**src/rtl/laser_draw_arbiter_pkg.sv**
```systemverilog
// Shared types and widths for the laser draw arbiter and its VGA write-port selector.
package laser_draw_arbiter_pkg;

  localparam int unsigned COORD_W  = 15;
  localparam int unsigned COLOUR_W = 9;
  localparam int unsigned CAR_W    = 4;

  // Coordinate word is {x[7:0], y[6:0]}
  localparam int unsigned X_W   = 8;
  localparam int unsigned Y_W   = 7;
  localparam int unsigned X_LSB = 7;
  localparam int unsigned Y_LSB = 0;

  // Wide enough to hold NUM_TOWERS itself (up to 8) as the end-of-scan marker
  localparam int unsigned PTR_W = 4;

  typedef enum logic [2:0] {
    IDLE,
    SCAN,
    KICK,
    WAIT,
    FINISH
  } arb_state_e;

  // Per-laser signals selected by the current grant pointer
  typedef struct packed {
    logic                active;
    logic                done;
    logic                we;
    logic [COORD_W-1:0]  coords;
    logic [COLOUR_W-1:0] colour;
    logic [CAR_W-1:0]    destroyed;
  } laser_sel_t;

endpackage

```
**src/rtl/laser_draw_arbiter_vga_mux.sv**
```systemverilog
// Indexed combinational selector: picks one laser's slice out of the packed per-laser buses.
// An out-of-range select yields all zeros.
module laser_vga_mux
  import laser_draw_arbiter_pkg::*;
#(
  parameter int unsigned NUM_TOWERS = 4
) (
  input  logic [PTR_W-1:0]               sel,
  input  logic [NUM_TOWERS-1:0]          tower_active,
  input  logic [NUM_TOWERS-1:0]          laser_done,
  input  logic [NUM_TOWERS-1:0]          laser_we,
  input  logic [COORD_W*NUM_TOWERS-1:0]  laser_coords,
  input  logic [COLOUR_W*NUM_TOWERS-1:0] laser_colour,
  input  logic [CAR_W*NUM_TOWERS-1:0]    laser_destroyed,
  output laser_sel_t                     sel_c
);

  always_comb begin
    sel_c = '0;
    for (int unsigned i = 0; i < NUM_TOWERS; i++) begin
      if (sel == PTR_W'(i)) begin
        sel_c.active    = tower_active[i];
        sel_c.done      = laser_done[i];
        sel_c.we        = laser_we[i];
        sel_c.coords    = {laser_coords[COORD_W*i + X_LSB +: X_W],
                           laser_coords[COORD_W*i + Y_LSB +: Y_W]};
        sel_c.colour    = laser_colour[COLOUR_W*i +: COLOUR_W];
        sel_c.destroyed = laser_destroyed[CAR_W*i +: CAR_W];
      end
    end
  end

endmodule

```
**src/rtl/laser_draw_arbiter.sv**
```systemverilog
// Grants each active tower laser in turn, owns the single VGA write port and merges kill flags.
// Optional per-grant watchdog enabled with `define ARB_TIMEOUT_EN.
module laser_draw_arbiter
  import laser_draw_arbiter_pkg::*;
#(
  parameter int unsigned NUM_TOWERS     = 4,
  parameter int unsigned TIMEOUT_CYCLES = 4096
) (
  input  logic                           clk,
  input  logic                           reset,
  input  logic                           start,
  input  logic [NUM_TOWERS-1:0]          tower_active,
  input  logic [NUM_TOWERS-1:0]          laser_done,
  input  logic [NUM_TOWERS-1:0]          laser_we,
  input  logic [COORD_W*NUM_TOWERS-1:0]  laser_coords,
  input  logic [COLOUR_W*NUM_TOWERS-1:0] laser_colour,
  input  logic [CAR_W*NUM_TOWERS-1:0]    laser_destroyed,
  output logic [NUM_TOWERS-1:0]          enable_draw,
  output logic                           vga_WriteEn,
  output logic [COORD_W-1:0]             vga_coords,
  output logic [COLOUR_W-1:0]            vga_colour,
  output logic [CAR_W-1:0]               destroyed_cars,
  output logic                           cycle_done,
  output logic                           busy,
  output logic                           timeout_flag
);

  if (NUM_TOWERS < 1 || NUM_TOWERS > 8 || TIMEOUT_CYCLES < 2) begin : g_cfg_check
    $error("laser_draw_arbiter: unsupported NUM_TOWERS or TIMEOUT_CYCLES");
  end

  arb_state_e       state, state_nxt;
  logic [PTR_W-1:0] ptr, ptr_nxt;
  logic [CAR_W-1:0] acc, acc_nxt;
  laser_sel_t       cur_c;
  logic             tmo_c;

  laser_vga_mux #(
    .NUM_TOWERS (NUM_TOWERS)
  ) u_mux (
    .sel             (ptr),
    .tower_active    (tower_active),
    .laser_done      (laser_done),
    .laser_we        (laser_we),
    .laser_coords    (laser_coords),
    .laser_colour    (laser_colour),
    .laser_destroyed (laser_destroyed),
    .sel_c           (cur_c)
  );

`ifdef ARB_TIMEOUT_EN
  localparam int unsigned TMO_W = ($clog2(TIMEOUT_CYCLES + 1) > 12) ? $clog2(TIMEOUT_CYCLES + 1) : 12;

  logic [TMO_W-1:0] tmo_cnt;

  // Counts cycles spent waiting on the current grant
  always_ff @(posedge clk) begin
    if (reset) begin
      tmo_cnt      <= '0;
      timeout_flag <= 1'b0;
    end else begin
      if (state == KICK) begin
        tmo_cnt <= '0;
      end else if (state == WAIT) begin
        tmo_cnt <= tmo_cnt + TMO_W'(1);
      end
      if (tmo_c && !cur_c.done) begin
        timeout_flag <= 1'b1;
      end
    end
  end

  assign tmo_c = (state == WAIT) && (tmo_cnt == TMO_W'(TIMEOUT_CYCLES - 1));
`else
  assign tmo_c        = 1'b0;
  assign timeout_flag = 1'b0;
`endif

  // Next-state logic; a real done takes priority over a coincident timeout
  always_comb begin
    state_nxt = state;
    ptr_nxt   = ptr;
    acc_nxt   = acc;
    unique case (state)
      IDLE: begin
        ptr_nxt = '0;
        acc_nxt = '0;
        if (start) begin
          state_nxt = SCAN;
        end
      end
      SCAN: begin
        if (ptr >= PTR_W'(NUM_TOWERS)) begin
          state_nxt = FINISH;
        end else if (cur_c.active) begin
          state_nxt = KICK;
        end else begin
          ptr_nxt = ptr + PTR_W'(1);
        end
      end
      KICK: begin
        state_nxt = WAIT;
      end
      WAIT: begin
        if (cur_c.done) begin
          acc_nxt   = acc | cur_c.destroyed;
          ptr_nxt   = ptr + PTR_W'(1);
          state_nxt = SCAN;
        end else if (tmo_c) begin
          ptr_nxt   = ptr + PTR_W'(1);
          state_nxt = SCAN;
        end
      end
      FINISH: begin
        state_nxt = IDLE;
      end
      default: begin
        state_nxt = IDLE;
      end
    endcase
  end

  // State plus registered strobes, decoded from the upcoming state
  always_ff @(posedge clk) begin
    if (reset) begin
      state          <= IDLE;
      ptr            <= '0;
      acc            <= '0;
      enable_draw    <= '0;
      cycle_done     <= 1'b0;
      busy           <= 1'b0;
      destroyed_cars <= '0;
    end else begin
      state       <= state_nxt;
      ptr         <= ptr_nxt;
      acc         <= acc_nxt;
      enable_draw <= (state_nxt == KICK) ? (NUM_TOWERS'(1) << ptr_nxt) : '0;
      cycle_done  <= (state_nxt == FINISH);
      busy        <= (state_nxt != IDLE);
      if (state == FINISH) begin
        destroyed_cars <= acc;
      end
    end
  end

  // Zero-latency write-port mux, open only while a grant is outstanding
  always_comb begin
    vga_WriteEn = 1'b0;
    vga_coords  = '0;
    vga_colour  = '0;
    if (state == WAIT) begin
      vga_WriteEn = cur_c.we;
      vga_coords  = cur_c.coords;
      vga_colour  = cur_c.colour;
    end
  end

endmodule
```
**config.mk**
```make
export PLATFORM = sky130hd
export DESIGN_NAME = laser_draw_arbiter
export DESIGN_NICKNAME = d
export VERILOG_FILES = /design/src/rtl/laser_draw_arbiter_pkg.sv /design/src/rtl/laser_draw_arbiter_vga_mux.sv /design/src/rtl/laser_draw_arbiter.sv
export SDC_FILE = /design/constraint.sdc
export NUM_CORES = 1
export LEC_CHECK = 0
export BUFFER_PORTS_ARGS = -buffer_cell sky130_fd_sc_hd__buf_2
export CAP_MARGIN = 20
export CORE_MARGIN = 1.5
export CORE_UTILIZATION = 35
export CTS_CLUSTER_DIAMETER = 60
export DETAILED_ROUTE_END_ITERATION = 7
export PLACE_DENSITY = 0.78
export RECOVER_POWER = 50
export SYNTH_ARGS = -nofsm -noshare
export SYNTH_HDL_FRONTEND = slang
export SYNTH_SLANG_ARGS = --single-unit
```
**constraint.sdc**
```tcl
create_clock -name clk -period 1.9 [get_ports clk]
set_clock_uncertainty 0.1 [all_clocks]
set_input_delay 0.095 -clock clk [delete_from_list [all_inputs] [get_ports clk]]
set_output_delay 0.095 -clock clk [all_outputs]
set_load 0.005 [all_outputs]
```
==> flow_summary.yaml <==
timing:
  period_minus_slack_ns: 2.17
  drv_slew: 0
  fin_crit_sh_pct: 114
  rsz0062_at_grt: "true"
  slew_headroom_pct: 61.1
  tightest_slew_ns: 0.578
  fin_ws_ns: -0.274
  tns_ns: -6.39
  whs_ns: 0.0433
  hold_viol: 0
  max_freq_ghz: 0.460
  setup_viol_count_final: 34
clock_tree:
  ctsHoldBuffers: 0
  worstSkewPairLatency_ns: 0.27
  cts-buffers-inserted: 3
  cts_tree: "yes"
  clk_pin_slew_ns: 0.08
  cts_root_buf: "clkbuf_8"
  htreeDepth: 1
  clock_sinks: 21
  clock_path_buffers: 2
job:
  cap_violations: 0
yosys:
  synth_edf_count: 0
  syn_area_sq_um: 1850
  ys_seq_area_share_pct: 22.7
  ys.flop_type: "dfxtp_1"
  synth_area_per_cell_sq_um: 7.48
  synth_cells: 248
  syn_nets: 379
  yosysUniqueCellTypes: 40
  async_reset_ff_share_pct: 0
  ys_ff_latch: 21
  yosysWarnings: 0
worst_setup_path:
  cp-start-kind: "flop"
  max_stage_delay_ns: 0.36
  worstPathArrival_ns: 1.98
  rr_startpoint: "ptr[0]"
  crit_path_cell_trace: "buf_6 -> ha_4 -> nor4b_4 -> buf_6 -> buf_12 -> a221o_1 -> o211ai_1 -> a21oi_1 -> buf_2"
  cpMaxStageDelayCell: "dfxtp_4"
  cp-end-kind: "output port"
  cp.required_ns: 1.70
  critPathMaxFanout: 12
  crit_path_frequent_cell: "buf_6"
  crit_type: "flop to output port"
  setup.worst_path.start: "ptr[0]"
global_route:
  busiest_layer: "met2"
  overflow: 0
  grt_pass1_vias: 2278
  grt_max_degree: 26
  grtUsageMet2_pct: 44.5
  grt_pass1_wl_um: 10600
  grtUsageTotal_pct: 24.6
  use_met1_pct: 30.6
  use_met3_pct: 2.25
  grt_antenna_before_repair: 0
layout:
  area_growth_pct: 73.5
  stdcell_area_sq_um: 3220
  drive_above_1_share_pct: 53.7
  nets: 553
  fill_cells: 416
drt:
  routed_via_density: 5.71
  num_vias: 2811
  drc: 0
  drtPass1Iterations: 4
  post_drt_wl_per_cell_um: 17.0
  drt-total-wl_um: 8340
  drtAntennaViolNets: 0
  drtIter0Drc: 179
placement:
  io_buffer_count: 161
  post_dp_cell_area_sq_um: 2920
  dp_slack_ns: -0.135
  gp_congestion: 0.940
  dpl.hpwl_um: 5660
floorplanning:
  start_util_pct: 36.3
  num_io_pins: 163
  fp.coreArea_sq_um: 5110
  die-area_sq_um: 5740
  std_cell_rows: 26
  dieHeight_um: 75.8
  dieWidth_um: 75.8
min_path:
  hold_class: "input port to flop"
  min-delay-start: "start"
pwr:
  p_per_area_nw_per_um2: 561
  power_uw: 1800
  p_leak_uw: 0.00152
  ir_drop_mv: 0.459
run_status:
  violations: "negative setup slack"
  status: "complete, but fails checks"
## placed cells by master, fill, tap and decap left out, drive strengths merged, types with 2 or more instances in the layout
cell,synthesis,routed
nor3,9,9
nor2,7,7
and4b,2,2
o211a,4,4
and2,4,4
nand3,2,2
buf,12,191
clkbuf,14,7
mux2i,4,4
a21oi,37,37
ha,4,4
and3b,2,2
a41oi,2,2
nand3b,2,2
a221o,26,26
dfxtp,21,21
o211ai,26,26
inv,4,4
a221oi,4,4
nand4,3,3
nand2b,2,2
o21ai,11,11
a211oi,3,3
nand2,32,32
## synthesized netlist by cell type, types with 2 or more instances
| cell type | number | area [sq um] |
|---|---|---|
| nand2_1 | 32 | 120 |
| ha_1 | 4 | 50.1 |
| and3b_1 | 2 | 17.5 |
| o21ai_1 | 4 | 20.0 |
| dfxtp_1 | 21 | 420 |
| mux2i_1 | 4 | 40.0 |
| nor3_1 | 9 | 45.0 |
| nand4_1 | 3 | 18.8 |
| nand3_1 | 2 | 10.0 |
| buf_2 | 10 | 50.1 |
| a21oi_1 | 37 | 185 |
| inv_1 | 4 | 15.0 |
| clkbuf_1 | 14 | 52.6 |
| a211oi_1 | 3 | 22.5 |
| and2_1 | 4 | 25.0 |
| nand3b_1 | 2 | 15.0 |
| o211a_1 | 4 | 40.0 |
| a221oi_1 | 4 | 35.0 |
| a221o_1 | 26 | 260 |
| nand2b_1 | 2 | 12.5 |
| o211ai_1 | 26 | 195 |
| nor2_1 | 7 | 26.3 |
| o21ai_0 | 7 | 35.0 |
## final cells by class
| cell class | instances | area [sq um] | area share (%) |
|---|---|---|---|
| antenna | 1 | 2.50 | 0.0778 |
| timing repair buffer | 195 | 1160 | 36.0 |
| clock buffer | 3 | 41.3 | 1.28 |
| inverter | 4 | 15.0 | 0.467 |
| multi-input combinational | 197 | 1480 | 46.1 |
| tap | 70 | 87.6 | 2.72 |
| clock inverter | 1 | 5.00 | 0.156 |
| sequential | 21 | 425 | 13.2 |
## repair_timing
item,CTS,global route
gates cloned,2,0
buffers inserted,5,0
setup endpoints to repair,34,37
gates resized for setup,22,17
pin swaps,10,41
## report_power, final
part	internal, uW	switching, uW
registers	463	24.8
clock network	147	157
logic	561	451
## metrics by stage
step                      util [%]  cells
after floorplan                  -    248
after global placement        57.2    480
after detailed placement      57.2    480
after CTS                     61.2    491
after global routing          62.9    491
final                         63.0    492
## cell families (layout without fill, tap and decap cells)
logic type / Yosys count / in the layout / share of synthesized area (%)
mux: 4 / 4 / 2.16
other cells: 1 / 2 / 0.202
flops: 21 / 21 / 22.7
buf+inv: 30 / 203 / 6.95
compound gates: 118 / 118 / 46.2
simple gates: 70 / 70 / 19.1
fa+ha+maj: 4 / 4 / 2.70
## metal layers
metal,routed length [um],share of wire (%)
met1,3360,40
met2,4100,49
met3,717,8.6
met4,166,2.0
met5,0,0
## state kept, by name (all words and copies together), names as in the netlist
name            count
ptr                 4
state               3
busy                1
cycle_done          1
enable_draw         4
destroyed_cars      4
acc                 4
## path summary, 6_finish.rpt
path	endpoint	slack, ns	depth (start not counted)
hold reg to reg	destroyed_cars[0]	0.40	2
hold / removal	busy	0.04	3
setup / recovery	vga_colour[1]	-0.27	9
setup reg to reg	enable_draw[1]	-0.22	7
## critical path: cells and delay by family (launching register included)
| family | cells | cell delay [ns] |
|---|---|---|
| and+or+nand+nor | 1 | 0.22 |
| buffers and inverters | 4 | 0.56 |
| AOI/OAI and AO/OA | 3 | 0.40 |
| DFF | 1 | 0.36 |
| adders and majority gates | 1 | 0.17 |
(Power assumes the default switching activity.)
